**src/rtl/elevator_door_controller.sv**
```systemverilog
// elevator_door_controller: per-car door sequencer (open, dwell, close) with reopen/nudge and overload hold
// Ports:
//   clk, rst_n                         clock, asynchronous active-low reset
//   complete                           arrival level from scheduler (rising edge used)
//   over_weight, out_floor, direction  car status from scheduler
//   door_obstruct, door_open_btn,
//   door_close_btn                     synchronised door sensors / in-car buttons
//   door_open, door_close              motor drives
//   door_state                         0 CLOSED, 1 OPENING, 2 OPEN, 3 CLOSING, 4 HOLD_OW
//   car_hold                           car must not move
//   buzzer                             overload / nudge alert
//   open_floor                         floor latched at last door opening
//   cycle_count                        completed open/close cycles, saturating
module elevator_door_controller #(
    parameter int OPEN_TIME  = 8,
    parameter int DWELL_TIME = 16,
    parameter int CLOSE_TIME = 8,
    parameter int MAX_REOPEN = 3
) (
    input  logic       clk,
    input  logic       rst_n,
    input  logic       complete,
    input  logic       over_weight,
    input  logic [2:0] out_floor,
    input  logic [1:0] direction,
    input  logic       door_obstruct,
    input  logic       door_open_btn,
    input  logic       door_close_btn,
    output logic       door_open,
    output logic       door_close,
    output logic [2:0] door_state,
    output logic       car_hold,
    output logic       buzzer,
    output logic [2:0] open_floor,
    output logic [7:0] cycle_count
);
    localparam int MAXT = (OPEN_TIME > DWELL_TIME) ? ((OPEN_TIME > CLOSE_TIME) ? OPEN_TIME : CLOSE_TIME)
                                                   : ((DWELL_TIME > CLOSE_TIME) ? DWELL_TIME : CLOSE_TIME);
    localparam int TW = $clog2(MAXT + 1);
    localparam int RW = $clog2(MAX_REOPEN + 2);
    localparam logic [TW-1:0] OT = TW'(OPEN_TIME);
    localparam logic [TW-1:0] DT = TW'(DWELL_TIME);
    localparam logic [TW-1:0] CT = TW'(CLOSE_TIME);
    localparam logic [TW-1:0] T1 = TW'(1);
    localparam logic [RW-1:0] RMAX = RW'(MAX_REOPEN);

    typedef enum logic [2:0] {
        CLOSED  = 3'd0,
        OPENING = 3'd1,
        OPEN    = 3'd2,
        CLOSING = 3'd3,
        HOLD_OW = 3'd4
    } state_t;

    state_t state, state_nx;
    logic [TW-1:0] timer, timer_nx;
    logic [RW-1:0] reopen_cnt, reopen_nx;
    logic [2:0] open_floor_nx;
    logic [7:0] cycle_nx;
    logic complete_q, armed, arrive, nudge;

    // armed stays low for the first edge after reset so a level-high complete is not an arrival
    assign arrive = complete & ~complete_q & armed;
    assign nudge  = (reopen_cnt == RMAX);

    always_ff @(posedge clk or negedge rst_n) begin
        if (!rst_n) begin
            state       <= CLOSED;
            timer       <= '0;
            reopen_cnt  <= '0;
            complete_q  <= 1'b0;
            armed       <= 1'b0;
            open_floor  <= '0;
            cycle_count <= '0;
        end else begin
            state       <= state_nx;
            timer       <= timer_nx;
            reopen_cnt  <= reopen_nx;
            complete_q  <= complete;
            armed       <= 1'b1;
            open_floor  <= open_floor_nx;
            cycle_count <= cycle_nx;
        end
    end

    always_comb begin
        state_nx      = state;
        timer_nx      = timer;
        reopen_nx     = reopen_cnt;
        open_floor_nx = open_floor;
        cycle_nx      = cycle_count;
        case (state)
            CLOSED:
                if (arrive || (door_open_btn && direction == 2'd0)) begin
                    state_nx      = OPENING;
                    timer_nx      = OT;
                    open_floor_nx = out_floor;
                end
            OPENING:
                if (timer == T1) begin
                    state_nx = OPEN;
                    timer_nx = DT;
                end else begin
                    timer_nx = timer - T1;
                end
            OPEN:
                if (over_weight) begin
                    state_nx = HOLD_OW;
                end else if (door_obstruct || door_open_btn) begin
                    timer_nx = DT;
                end else if (door_close_btn || timer == T1) begin
                    state_nx = CLOSING;
                    timer_nx = CT;
                end else begin
                    timer_nx = timer - T1;
                end
            HOLD_OW:
                if (!over_weight) begin
                    state_nx = OPEN;
                    timer_nx = DT;
                end
            CLOSING:
                // in nudge mode only the obstruction sensor can reopen, and the count holds
                if (door_obstruct || (door_open_btn && !nudge)) begin
                    state_nx  = OPENING;
                    timer_nx  = OT;
                    reopen_nx = nudge ? reopen_cnt : reopen_cnt + RW'(1);
                end else if (timer == T1) begin
                    state_nx  = CLOSED;
                    timer_nx  = '0;
                    reopen_nx = '0;
                    cycle_nx  = (cycle_count == 8'hFF) ? cycle_count : cycle_count + 8'd1;
                end else begin
                    timer_nx = timer - T1;
                end
            default:
                state_nx = CLOSED;
        endcase
    end

    assign door_state = state;
    assign door_open  = (state == OPENING);
    assign door_close = (state == CLOSING);
    assign car_hold   = (state != CLOSED);
    assign buzzer     = (state == HOLD_OW) || (state == CLOSING && nudge);
endmodule

```
**config.mk**
```make
export PLATFORM = sky130hd
export DESIGN_NAME = elevator_door_controller
export DESIGN_NICKNAME = d
export VERILOG_FILES = /design/src/rtl/elevator_door_controller.sv
export SDC_FILE = /design/constraint.sdc
export NUM_CORES = 1
export LEC_CHECK = 0
export BUFFER_PORTS_ARGS = -buffer_cell sky130_fd_sc_hd__buf_4
export CORE_ASPECT_RATIO = 1.1
export CORE_MARGIN = 2
export CORE_UTILIZATION = 56
export CTS_BUF_LIST = sky130_fd_sc_hd__clkbuf_2
export CTS_CLUSTER_SIZE = 14
export DETAILED_ROUTE_END_ITERATION = 6
export MAX_ROUTING_LAYER = met4
export PLACE_DENSITY = 0.82
export SLEW_MARGIN = 0
export SYNTH_ARGS = -nofsm -noshare
export SYNTH_HDL_FRONTEND = slang
export SYNTH_SLANG_ARGS = --single-unit
```
**constraint.sdc**
```tcl
create_clock -name clk -period 2 [get_ports clk]
set_input_delay 0.5 -clock clk [delete_from_list [all_inputs] [get_ports clk]]
set_output_delay 0.5 -clock clk [all_outputs]
set_load 0.02 [all_outputs]
```
### Word-level counts from Yosys, hierarchy flattened

Cells that the tools add are included.

| storage, ports and cells | value |
|---|---|
| bits in registers | 24 |
| output and inout port bits | 18 |
| logic and storage cells | 69 |

| operators by class | value |
|---|---|
| add/sub/neg operators | 3 |
| equality and inequality tests | 15 |
| mux-type cells | 20 |
| bitwise gates (word level) | 5 |
| reductions and logical operators | 19 |

Operator list:

| cell | count |
|---|---|
| 2-to-1 mux 5 bit | 8 |
| 2-to-1 mux 3 bit | 10 |
| case mux 5 bit (5 select lines) | 1 |
| case mux 3 bit (5 select lines) | 1 |
| equality test 3 x 2 -> 1 bit, second input constant | 3 |
| adder 8 x 1 -> 8 bit, second input constant | 1 |
| equality test 8 bit, second input constant | 1 |
| inequality test 2 bit, second input constant | 4 |
| AND reduction 4 bit | 2 |
| inequality test 3 bit, second input constant | 2 |
| AND reduction 6 bit | 1 |
| equality test 5 x 1 -> 1 bit, second input constant | 1 |
| logical OR 1 bit | 5 |
| nonzero test 5 bit | 1 |
| subtractor 5 x 1 -> 5 bit, second input constant | 1 |
| adder 3 x 1 -> 3 bit, second input constant | 1 |
| equality test 3 x 1 -> 1 bit, second input constant | 1 |
| equality test 3 bit, second input constant | 1 |
| logical AND 1 bit | 3 |
| logical NOT 3 bit | 1 |
| inequality test 3 x 1 -> 1 bit, second input constant | 1 |
| NOT 1 bit | 3 |
| AND reduction 3 bit | 1 |
| nonzero test 3 bit | 1 |
| other kinds (6) | 7 |

### Logic depth before layout (Yosys ltp)

| logic depth | value |
|---|---|
| depth after elaboration | 6 |
| gate-level depth with buffers | 8 |
| mapped depth without buffers | 7 |

### Worst setup path after synthesis

Ideal clock, no wire load.

| timing | value |
|---|---|
| path kind | reg-to-output |
| start | register state[1] (netlist: door_state[1]) |
| end | output buzzer |
| arrival | 1405 ps |
| setup slack | 95 ps |
| cell stages (with the launch flop) | 5 |
| buffers on the path | 2 |
| path through | dfrtp_1 clkbuf_1 buf_2 nand2_1 o21ai_0 |

| between the ends | value |
|---|---|
| longest elaborated chain between the ends | 3 |
| elaborated cells on any way between the ends | 4 |
| those cells by class | 2 x eq/ne; 2 x reduce/logical |

Ends and longest elaborated chain:

| element | line | source |
|---|---|---|
| start, declared | 55 | `state_t state, state_nx;` |
| start signal, assigned | 76 | `state <= state_nx;` |
| equality test 3 x 2 -> 1 bit | 145 | `assign buzzer = (state == HOLD_OW) \|\| (state == CLOSING && nudge);` |
| logical AND 1 bit | 145 |  |
| logical OR 1 bit (*) | 145 |  |
| end, declared | 33 | `output logic buzzer,` |

Mark *: on every way between the ends. The rest lies on a longest branch, timed or not.

### Final worst setup path

| timing | value |
|---|---|
| start | register state[0] (netlist: door_state[0]) |
| end | output door_close |

| between the ends | value |
|---|---|
| longest elaborated chain between the ends | 1 |

Ends and longest elaborated chain:

| element | line | source |
|---|---|---|
| equality test 3 x 2 -> 1 bit | 143 | `assign door_close = (state == CLOSING);` |
| end, declared | 30 | `output logic door_close,` |

No other way between the ends.

==> results_dict.tcl <==
set metrics [dict create \
    run_status "complete, no violations" \
    synth_flop_cell "dfrtp_1" \
    placement.setup.worst_slack_ps -60.3 \
    final_nets 213 \
    setup.worst_path.start_class "flop" \
    clk_transition_reported_paths_ps 250 \
    track_usage_pct 25.9 \
    drive_gt1_share_pct 36.9 \
    post_synth_num_cell_types 40 \
    power.density_cell_area_mw_per_mm2 1450 \
    critical_path.max_fanout 5 \
    crit_slowest_cell "dfrtp_2" \
    cp-end-kind "primary output" \
    cts_tree "yes" \
    synth_seq_cells 24 \
    floorplan.io_pins 30 \
    antenna_found_initial 0 \
    cp_data_required_time_ps 1500 \
    path_cells "nor2b_4 -> nand2_2 -> inv_2 -> buf_4" \
    worstPathArrival_ps 1450 \
    hpwlAfterDp_um 2330 \
    setup_viol 0 \
    area_of_all_placed_cells_without_fillers_mm2 0.00188 \
    drc 0 \
    fin_worst_hold_slack_ps 213 \
    core-area_mm2 0.00245 \
    clock_latency_ps 370 \
    mostFrequentLayoutCells "42 x buf_4, 21 x dfrtp_1, 14 x nand2_1" \
    clock-skew-final_ps 21.3 \
    dr_total_vias 1328 \
    area_overhead_of_the_layout_relative_to_synthesis_pct 32.7 \
    yosysWarningCount 0 \
    max-clock-path-buffers 2 \
    placement.cell_area_mm2 0.00167 \
    worst_slack_ps 46.0 \
    final_hold_viol_count 0 \
    netlist_area_mm2 0.00142 \
    setup_repair_after_global_routing_missed_its_margin "true" \
    mostFrequentLayoutCell "buf_4" \
    postSynthCellCount 151 \
    critical_path.max_stage_delay_ps 500 \
    setup_total_negative_slack_ps 0 \
    wl_um 3590 \
    gpl.final_weighted_congestion 0.969 \
    grt_max_degree 25 \
    r2r_start "door_state[2]$_DFFE_PN0P_" \
    first_pass_grt_wire_length_um 5600 \
    buffer_and_inverter_count_on_the_worst_path 2 \
    ant_nets 0 \
    syn_nets 168 \
    synth_sequential_area_ratio_pct 42.4 \
    crit_path_kind "flop to primary output" \
    postLayoutCoreUtil_pct 76.8 \
    synth_edf_count 0 \
    routedWlPerCell_um 15.9 \
    port_buffers 29 \
    clock_tree.root_cell "clkbuf_2" \
    vdd_drop_max_mv 1.03 \
    min_delay_path_class "input pin to flop" \
    fmaxAchievable_mhz 512 \
    number_of_max_cap_violations 0 \
    fp.dieW_um 52.0 \
    clkSinkCount 24 \
    timing.hold.worst.start "complete" \
    route.detailed.vias_per_inst 5.88 \
    globalRoute.totalOverflow 0 \
    detailedRoute.firstPassIterationCount 4 \
    syn_avg_cell_area_um2 9.39 \
    async_flop_share_pct 100 \
    static-leakage-power_nw 0.890 \
    floorplan.die.height_um 56.8 \
    final.fill_count 165 \
    std_cell_rows 19 \
    total_inserted_antenna_cells 0 \
    drt-initial-drc-count 33 \
    timing.final.crit_period_ps 1950 \
    die_area_mm2 0.00295 \
    final-max-slew-violation-count 0 \
    first_global_vias 1265 \
    timing.critical_path.max_delay_family "flip-flops" \
    launch_point_of_the_critical_path "door_state[0]$_DFFE_PN0P_" \
    ctsHtreeMaxLevel 1 \
    layout_worst_path_cycle_share_pct 97.7 \
    numCtsBuffers 3 \
    start_util_pct 57.9 \
]
cell type report:
class	count	area, um^2	share of cell area [%]
Clock buffer	3	15.0	0.798
Sequential cell	24	604	32.1
Clock inverter	1	30.0	1.60
Timing Repair Buffer	45	342	18.2
Inverter	9	33.8	1.80
Multi-Input combinational cell	113	817	43.4
Tap cell	31	38.8	2.06
cell families after synthesis:
logic type | after synthesis | synth area share (%)
buffers and inverters | 14 | 4.59
AO/OA/AOI/OAI | 36 | 18.3
other | 1 | 0.265
XOR/XNOR | 10 | 6.18
multiplexers | 4 | 3.18
flip-flops | 24 | 42.4
AND/OR/NAND/NOR | 57 | 20.7
adder cells (fa/ha/maj) | 5 | 4.41
state kept, by name, summed over array words and instances, names as in the netlist:
| register | cells |
|---|---|
| timer | 5 |
| door_state | 3 |
| cycle_count | 8 |
| reopen_cnt | 3 |
| armed | 1 |
| complete_q | 1 |
| open_floor | 3 |
repair_timing:
action	CTS	global route
resized for setup	8	12
endpoints found under the setup margin	7	8
hold buffers	1	0
cloned	0	0
pin swaps	1	4
buffers inserted	8	4
endpoints found under the hold margin	24	0
worst paths after layout:
path	endpoint	slack (ps)	depth (start not counted)
worst max-delay path	door_close	50	4
worst min-delay path	complete_q$_DFF_PN0_	210	1
worst max register to register	timer[4]$_DFFE_PN0P_	60	6
worst min register to register	cycle_count[6]$_DFFE_PN0P_	530	1
max in group asynchronous	timer[2]$_DFFE_PN0P_	1230	2
min in group asynchronous	cycle_count[3]$_DFFE_PN0P_	510	2
through the flow:
stage	power [mW]	instances
after floorplan	1.66	151
after global placement	1.98	209
after detailed placement	2.03	209
after CTS	2.50	222
after global routing	2.90	226
final	2.72	226
metal layers:
metal | vias to the layer above | share of wire (%) | track usage, %
li1 | 618 | - | -
met1 | 649 | 40 | 30.8
met2 | 50 | 52 | 42.3
met3 | 11 | 5.2 | 4.52
met4 | 0 | 2.7 | 11.3
met5 | - | 0 | -
report_power, final:
part / total, mW / switching (mW) / internal (mW)
combinational: 1.60 / 0.855 / 0.749
sequential: 0.787 / 0.160 / 0.627
clock: 0.333 / 0.161 / 0.172
synth_stat cells, drive strengths merged (2+ instances only):
cell type	count	area [um^2]
a21oi	5	25.0
a2bb2oi	2	17.5
a31oi	3	18.8
buf	4	27.5
dfrtp	24	601
ha	5	62.6
inv	9	33.8
mux2	4	45.0
nand2	16	60.1
nand2b	4	25.0
nand3	7	35.0
nor2	11	41.3
nor2b	3	21.3
nor3	8	40.0
o21ai	11	55.1
o21bai	2	15.0
o22ai	3	18.8
or2	2	12.5
xnor2	3	26.3
xor2	7	61.3
No activity file was read; power rests on OpenSTA's default activity.
